[src/rtl/width_converter_8ton.sv]
// Receive-path 8-to-N bit width converter: packs bytes LSB-first into Width-bit words.
// Latency: word valid one cycle after its last byte (or flush); Bytes bytes per Bytes+1 cycles.
// Backpressure: accumulator keeps filling while the output stalls; sink_ready_o drops once it is closed.
//
// Ports:
//   clk_i, rst_i                       clock, asynchronous active-high reset
//   sink_valid_i/sink_ready_o/sink_data_i  byte stream from the target FSM
//   sink_flush_i                       end-of-transfer pulse, closes a partial word
//   clear_i                            synchronous abort, drops all buffered data
//   source_valid_o/source_ready_i      word handshake toward the RX queue
//   source_data_o, source_bcnt_o       packed word and its count of valid bytes (1..Bytes)
module width_converter_8ton #(
  parameter int Width = 32
) (
  input  logic                        clk_i,
  input  logic                        rst_i,
  input  logic                        sink_valid_i,
  output logic                        sink_ready_o,
  input  logic [7:0]                  sink_data_i,
  input  logic                        sink_flush_i,
  input  logic                        clear_i,
  output logic                        source_valid_o,
  input  logic                        source_ready_i,
  output logic [Width-1:0]            source_data_o,
  output logic [$clog2(Width/8):0]    source_bcnt_o
);

  localparam int Bytes = Width / 8;
  localparam int BcntW = $clog2(Bytes) + 1;

  if ((Width % 8) != 0 || Width < 8) begin : g_bad_width
    $error("width_converter_8ton: Width must be a multiple of 8 and >= 8");
  end

  // Accumulator stage
  logic [Width-1:0] acc_q, acc_d;
  logic [BcntW-1:0] bcnt_q, bcnt_d;
  logic             flush_pend_q, flush_pend_d;

  // Output stage
  logic [Width-1:0] out_data_q, out_data_d;
  logic [BcntW-1:0] out_bcnt_q, out_bcnt_d;
  logic             out_valid_q, out_valid_d;

  logic             closed;
  logic             byte_hs;
  logic             xfer;
  logic [Width-1:0] acc_masked;

  assign closed       = (bcnt_q == BcntW'(Bytes)) || flush_pend_q;
  assign sink_ready_o = !closed && !clear_i;
  assign byte_hs      = sink_valid_i && sink_ready_o;
  assign xfer         = closed && (!out_valid_q || source_ready_i);

  // Unfilled upper bytes are zero by construction, masking keeps that explicit.
  always_comb begin
    acc_masked = '0;
    for (int i = 0; i < Bytes; i++) begin
      if (BcntW'(i) < bcnt_q) begin
        acc_masked[8*i +: 8] = acc_q[8*i +: 8];
      end
    end
  end

  always_comb begin
    acc_d        = acc_q;
    bcnt_d       = bcnt_q;
    flush_pend_d = flush_pend_q;
    if (clear_i || xfer) begin
      acc_d        = '0;
      bcnt_d       = '0;
      flush_pend_d = 1'b0;
    end else begin
      if (byte_hs) begin
        for (int i = 0; i < Bytes; i++) begin
          if (bcnt_q == BcntW'(i)) begin
            acc_d[8*i +: 8] = sink_data_i;
          end
        end
        bcnt_d = bcnt_q + BcntW'(1);
      end
      // A flush only closes a word that will hold at least one byte; a flush
      // arriving while already closed is dropped.
      if (sink_flush_i && !closed && (bcnt_d != '0)) begin
        flush_pend_d = 1'b1;
      end
    end
  end

  always_comb begin
    out_data_d  = out_data_q;
    out_bcnt_d  = out_bcnt_q;
    out_valid_d = out_valid_q;
    if (clear_i) begin
      out_data_d  = '0;
      out_bcnt_d  = '0;
      out_valid_d = 1'b0;
    end else if (xfer) begin
      out_data_d  = acc_masked;
      out_bcnt_d  = bcnt_q;
      out_valid_d = 1'b1;
    end else if (out_valid_q && source_ready_i) begin
      out_valid_d = 1'b0;
    end
  end

  always_ff @(posedge clk_i or posedge rst_i) begin
    if (rst_i) begin
      acc_q        <= '0;
      bcnt_q       <= '0;
      flush_pend_q <= 1'b0;
    end else begin
      acc_q        <= acc_d;
      bcnt_q       <= bcnt_d;
      flush_pend_q <= flush_pend_d;
    end
  end

  always_ff @(posedge clk_i or posedge rst_i) begin
    if (rst_i) begin
      out_data_q  <= '0;
      out_bcnt_q  <= '0;
      out_valid_q <= 1'b0;
    end else begin
      out_data_q  <= out_data_d;
      out_bcnt_q  <= out_bcnt_d;
      out_valid_q <= out_valid_d;
    end
  end

  assign source_valid_o = out_valid_q;
  assign source_data_o  = out_data_q;
  assign source_bcnt_o  = out_bcnt_q;

endmodule

[config.mk]
export PLATFORM = sky130hd
export DESIGN_NAME = width_converter_8ton
export DESIGN_NICKNAME = d
export VERILOG_FILES = /design/src/rtl/width_converter_8ton.sv
export SDC_FILE = /design/constraint.sdc
export NUM_CORES = 1
export LEC_CHECK = 0
export CORE_ASPECT_RATIO = 0.8
export CORE_MARGIN = 5
export CORE_UTILIZATION = 50
export CTS_BUF_LIST = sky130_fd_sc_hd__clkbuf_4
export DETAILED_ROUTE_END_ITERATION = 6
export GPL_ROUTABILITY_DRIVEN = 0
export PLACE_DENSITY = 0.83
export SKIP_CTS_REPAIR_TIMING = 1
export SLEW_MARGIN = 5
export SYNTH_ARGS = -nofsm -noshare
export SYNTH_HDL_FRONTEND = slang
export SYNTH_SLANG_ARGS = --single-unit
[constraint.sdc]
create_clock -name clk_i -period 3.3 [get_ports clk_i]
set_input_delay 0.66 -clock clk_i [delete_from_list [all_inputs] [get_ports clk_i]]
set_output_delay 0.66 -clock clk_i [all_outputs]
set_load 0.01 [all_outputs]
==> flow_metrics.py <==
metrics = {
    "outcome": {
        "status": "finished, final reports clean",
    },
    "final_layout": {
        "area_growth_pct": 20.7,
        "final_util_pct": 63.3,
        "nets": 337,
        "antenna_cells": 0,
        "drive_above_1_share_pct": 11.1,
        "multi_input_comb_area_um2": 1170,
        "n_fill_cell": 487,
        "register_area_um2": 1800,
        "finalNonFillerCells": 406,
        "design_area_um2": 3800,
    },
    "drt": {
        "routed.top_layer": "met4",
        "wl_per_cell_um": 17.6,
        "wl_met3_um": 487,
        "drtIter0Drc": 169,
        "finalWirelength_um": 7160,
        "postRouteAntennaNets": 0,
        "firstDrtPassIters": 5,
        "drc_errors": 0,
        "num_vias": 2376,
        "wl_met1_um": 3220,
        "wl_met2_um": 3290,
        "via_per_inst": 5.85,
    },
    "synthesis": {
        "ys_ff_latch": 72,
        "yosysUniqueCellTypes": 36,
        "synth_top_area_share_pct": 57.2,
        "seq_area_frac_synth_pct": 57.2,
        "async_flop_share_pct": 100,
        "yosys.area.top_type": "dfrtp_1",
        "avgSynthCellArea_um2": 11.5,
        "syn_area_um2": 3150,
        "synth_common_cells": "72 x dfrtp_1, 36 x a21oi_1, 34 x a22o_1, 34 x nand3_1, 22 x o21ai_1",
        "ys_top_cells_by_area": "dfrtp_1 57%, a22o_1 9.5%, a21oi_1 5.7%",
        "synth_edf_count": 0,
        "postSynthCellCount": 274,
        "yosys_warnings": 0,
        "syn_nets": 291,
        "synth_flop_cell": "dfrtp_1",
        "synth_most_common_cell": "dfrtp_1",
    },
    "floorplan": {
        "io_pins": 51,
        "coreArea_um2": 6010,
        "initial_core_util_pct": 52.4,
        "rows": 25,
        "die_h_um": 81.0,
        "dieArea_um2": 7990,
        "die_width_um": 98.7,
    },
    "worst_hold_path": {
        "worstHoldStart": "source_bcnt_o[2]$_DFFE_PP0N_",
        "hp-class": "register to register",
        "holdPathEnd": "source_bcnt_o[2]$_DFFE_PP0N_",
        "min_path_cells": 1,
    },
    "setup_path": {
        "crit_type": "register to primary output",
        "cpPeakStageDelay_ns": 0.57,
        "r2r_setup_slack_ns": 0.89,
        "rr_worst_depth": 6,
        "crit_slowest_cell": "clkdlybuf4s50_1",
        "crit_fanout": 13,
        "timing.rr.end": "bcnt_q[2]$_DFF_PP0_",
        "crit_buf_inv": 2,
        "required_ns": 2.64,
        "cp_cell_sequence": "inv_1, ha_2, and2_1, nor3_1, clkdlybuf4s50_1",
        "arrival_ns": 2.34,
        "crit_path_start_kind": "register",
        "r2r-start": "bcnt_q[0]$_DFF_PP0_",
        "cp_top_family": "buffers and inverters",
        "end_kind": "primary output",
    },
    "sta": {
        "finalCritPeriodShare_pct": 91.0,
        "fin_skew_ns": 0.0158,
        "worst_pin_slew_ns": 0.812,
        "max_freq_ghz": 0.333,
        "hold_violations": 0,
        "period_minus_slack_ns": 3.00,
        "max_slew_margin_pct": 45.9,
        "setup_tns_ns": 0,
        "rsz0062_at_grt": "no",
        "setup_viol": 0,
        "drv_slew": 0,
    },
    "placed_design": {
        "dp_hpwl_um": 4870,
        "portBuffers": 50,
        "place_area_um2": 3660,
        "dpl.cell_count": 390,
    },
    "global_routing": {
        "antenna_found_initial": 0,
        "grtUsageTotal_pct": 18.6,
        "grt-ovfl-total": 0,
        "grt_pass1_wl_um": 11600,
        "grt_start_max_net_pins": 36,
        "grt_pass1_vias": 2286,
    },
    "pwr": {
        "pwr-share-seq_pct": 55.9,
        "power_mw": 1.62,
        "p_sw_share_pct": 27.4,
        "p_int_mw": 1.18,
        "p_leak_nw": 1.61,
        "vdd_drop_max_uv": 272,
        "clkPwrFrac_pct": 34.0,
        "p_comb_share_pct": 10.1,
        "p_sw_mw": 0.444,
        "p_per_area_nw_per_um2": 426,
    },
    "clock_tree": {
        "cts_htree_levels": 3,
        "cts_inserted_buffers": 9,
        "tritoncts": "done",
        "cts_sinks": 72,
        "clk_pin_slew_worst_paths_ns": 0.11,
        "clock_latency_ns": 0.43,
        "ctsRootBufferMaster": "clkbuf_4",
        "clockBufferDepth": 2,
    },
    "job": {
        "maxCapViolCount": 0,
    },
}
==> worst reg2reg max path: cells and delay by family, from the launching register on <==
| family | cells | cell delay, ns |
|---|---|---|
| buffers and inverters | 2 | 0.53 |
| adder cells (fa/ha/maj) | 1 | 0.37 |
| AND/OR/NAND/NOR | 1 | 0.09 |
| AO/OA/AOI/OAI | 2 | 0.84 |
| flip-flops | 1 | 0.49 |
==> registers in the layout, summed over array words and instances, names as in the netlist <==
register / flops
source_data_o: 32
flush_pend_q: 1
bcnt_q: 3
source_valid_o: 1
acc_q: 32
source_bcnt_o: 3
==> logic make-up (layout without fill, tap and decap cells) <==
group,after synthesis,in the layout,share of synthesized area (%)
AO/OA/AOI/OAI,111,111,22.7
XOR/XNOR,1,1,0.278
adder cells (fa/ha/maj),3,3,1.19
buffers and inverters,28,79,5.72
flip-flops,72,72,57.2
AND/OR/NAND/NOR,59,59,12.9
==> cell type report <==
cell class	instances	area share, %
Clock inverter	7	1.91
Multi-Input combinational cell	174	30.8
Inverter	6	0.593
Tap cell	81	2.67
Clock buffer	9	1.78
Sequential cell	72	47.4
Timing Repair Buffer	57	14.9
==> layer usage <==
layer,GRT usage [%],vias to the layer above
met5,0,-
met4,5.32,0
met3,6.70,20
met2,28.7,89
met1,25.1,1151
li1,-,1116
==> worst max-delay path by stage <==
stage	slack [ns]	cells past startpoint	from	endpoint
CTS	0.14	5	bcnt_q[0]$_DFF_PP0_	sink_ready_o
finish	0.30	5	bcnt_q[0]$_DFF_PP0_	sink_ready_o
global route	0.14	5	bcnt_q[0]$_DFF_PP0_	sink_ready_o
detailed placement	0.65	5	bcnt_q[0]$_DFF_PP0_	sink_ready_o
floorplan	0.82	1	rst_i	acc_q[0]$_DFFE_PP0P_
global placement	0.73	5	bcnt_q[0]$_DFF_PP0_	sink_ready_o
==> placed cells by master (no fill, tap or decap), types with 2 or more instances in the layout <==
master	count
nor2_1	3
dfrtp_1	72
clkdlybuf4s50_1	50
clkinv_4	2
ha_1	2
o21ai_0	13
nor3b_2	2
nor4b_4	2
clkinvlp_4	2
nand2_1	2
a21oi_1	36
buf_4	6
inv_1	5
o21ai_1	22
nand3_1	34
clkbuf_4	9
nor4_4	2
clkinv_2	2
nor3_1	4
a22o_1	34
==> power groups by stage <==
stage | clock [mW] | combinational (mW) | sequential, mW
2_1_floorplan | 0 | 0.121 | 0.916
3_3_place_gp | 0 | 0.157 | 0.921
3_5_place_dp | 0 | 0.163 | 0.922
4_1_cts | 0.561 | 0.163 | 0.905
5_1_grt | 0.599 | 0.180 | 0.907
6_report | 0.551 | 0.164 | 0.905
==> through the flow <==
step	hold slack, ns	setup WS [ns]
3_5_place_dp	0.471	0.650
3_3_place_gp	0.462	0.730
2_1_floorplan	0.460	0.815
6_report	0.485	0.298
4_1_cts	0.493	0.140
5_1_grt	0.516	0.141
No activity file was read; power rests on OpenSTA's default activity.
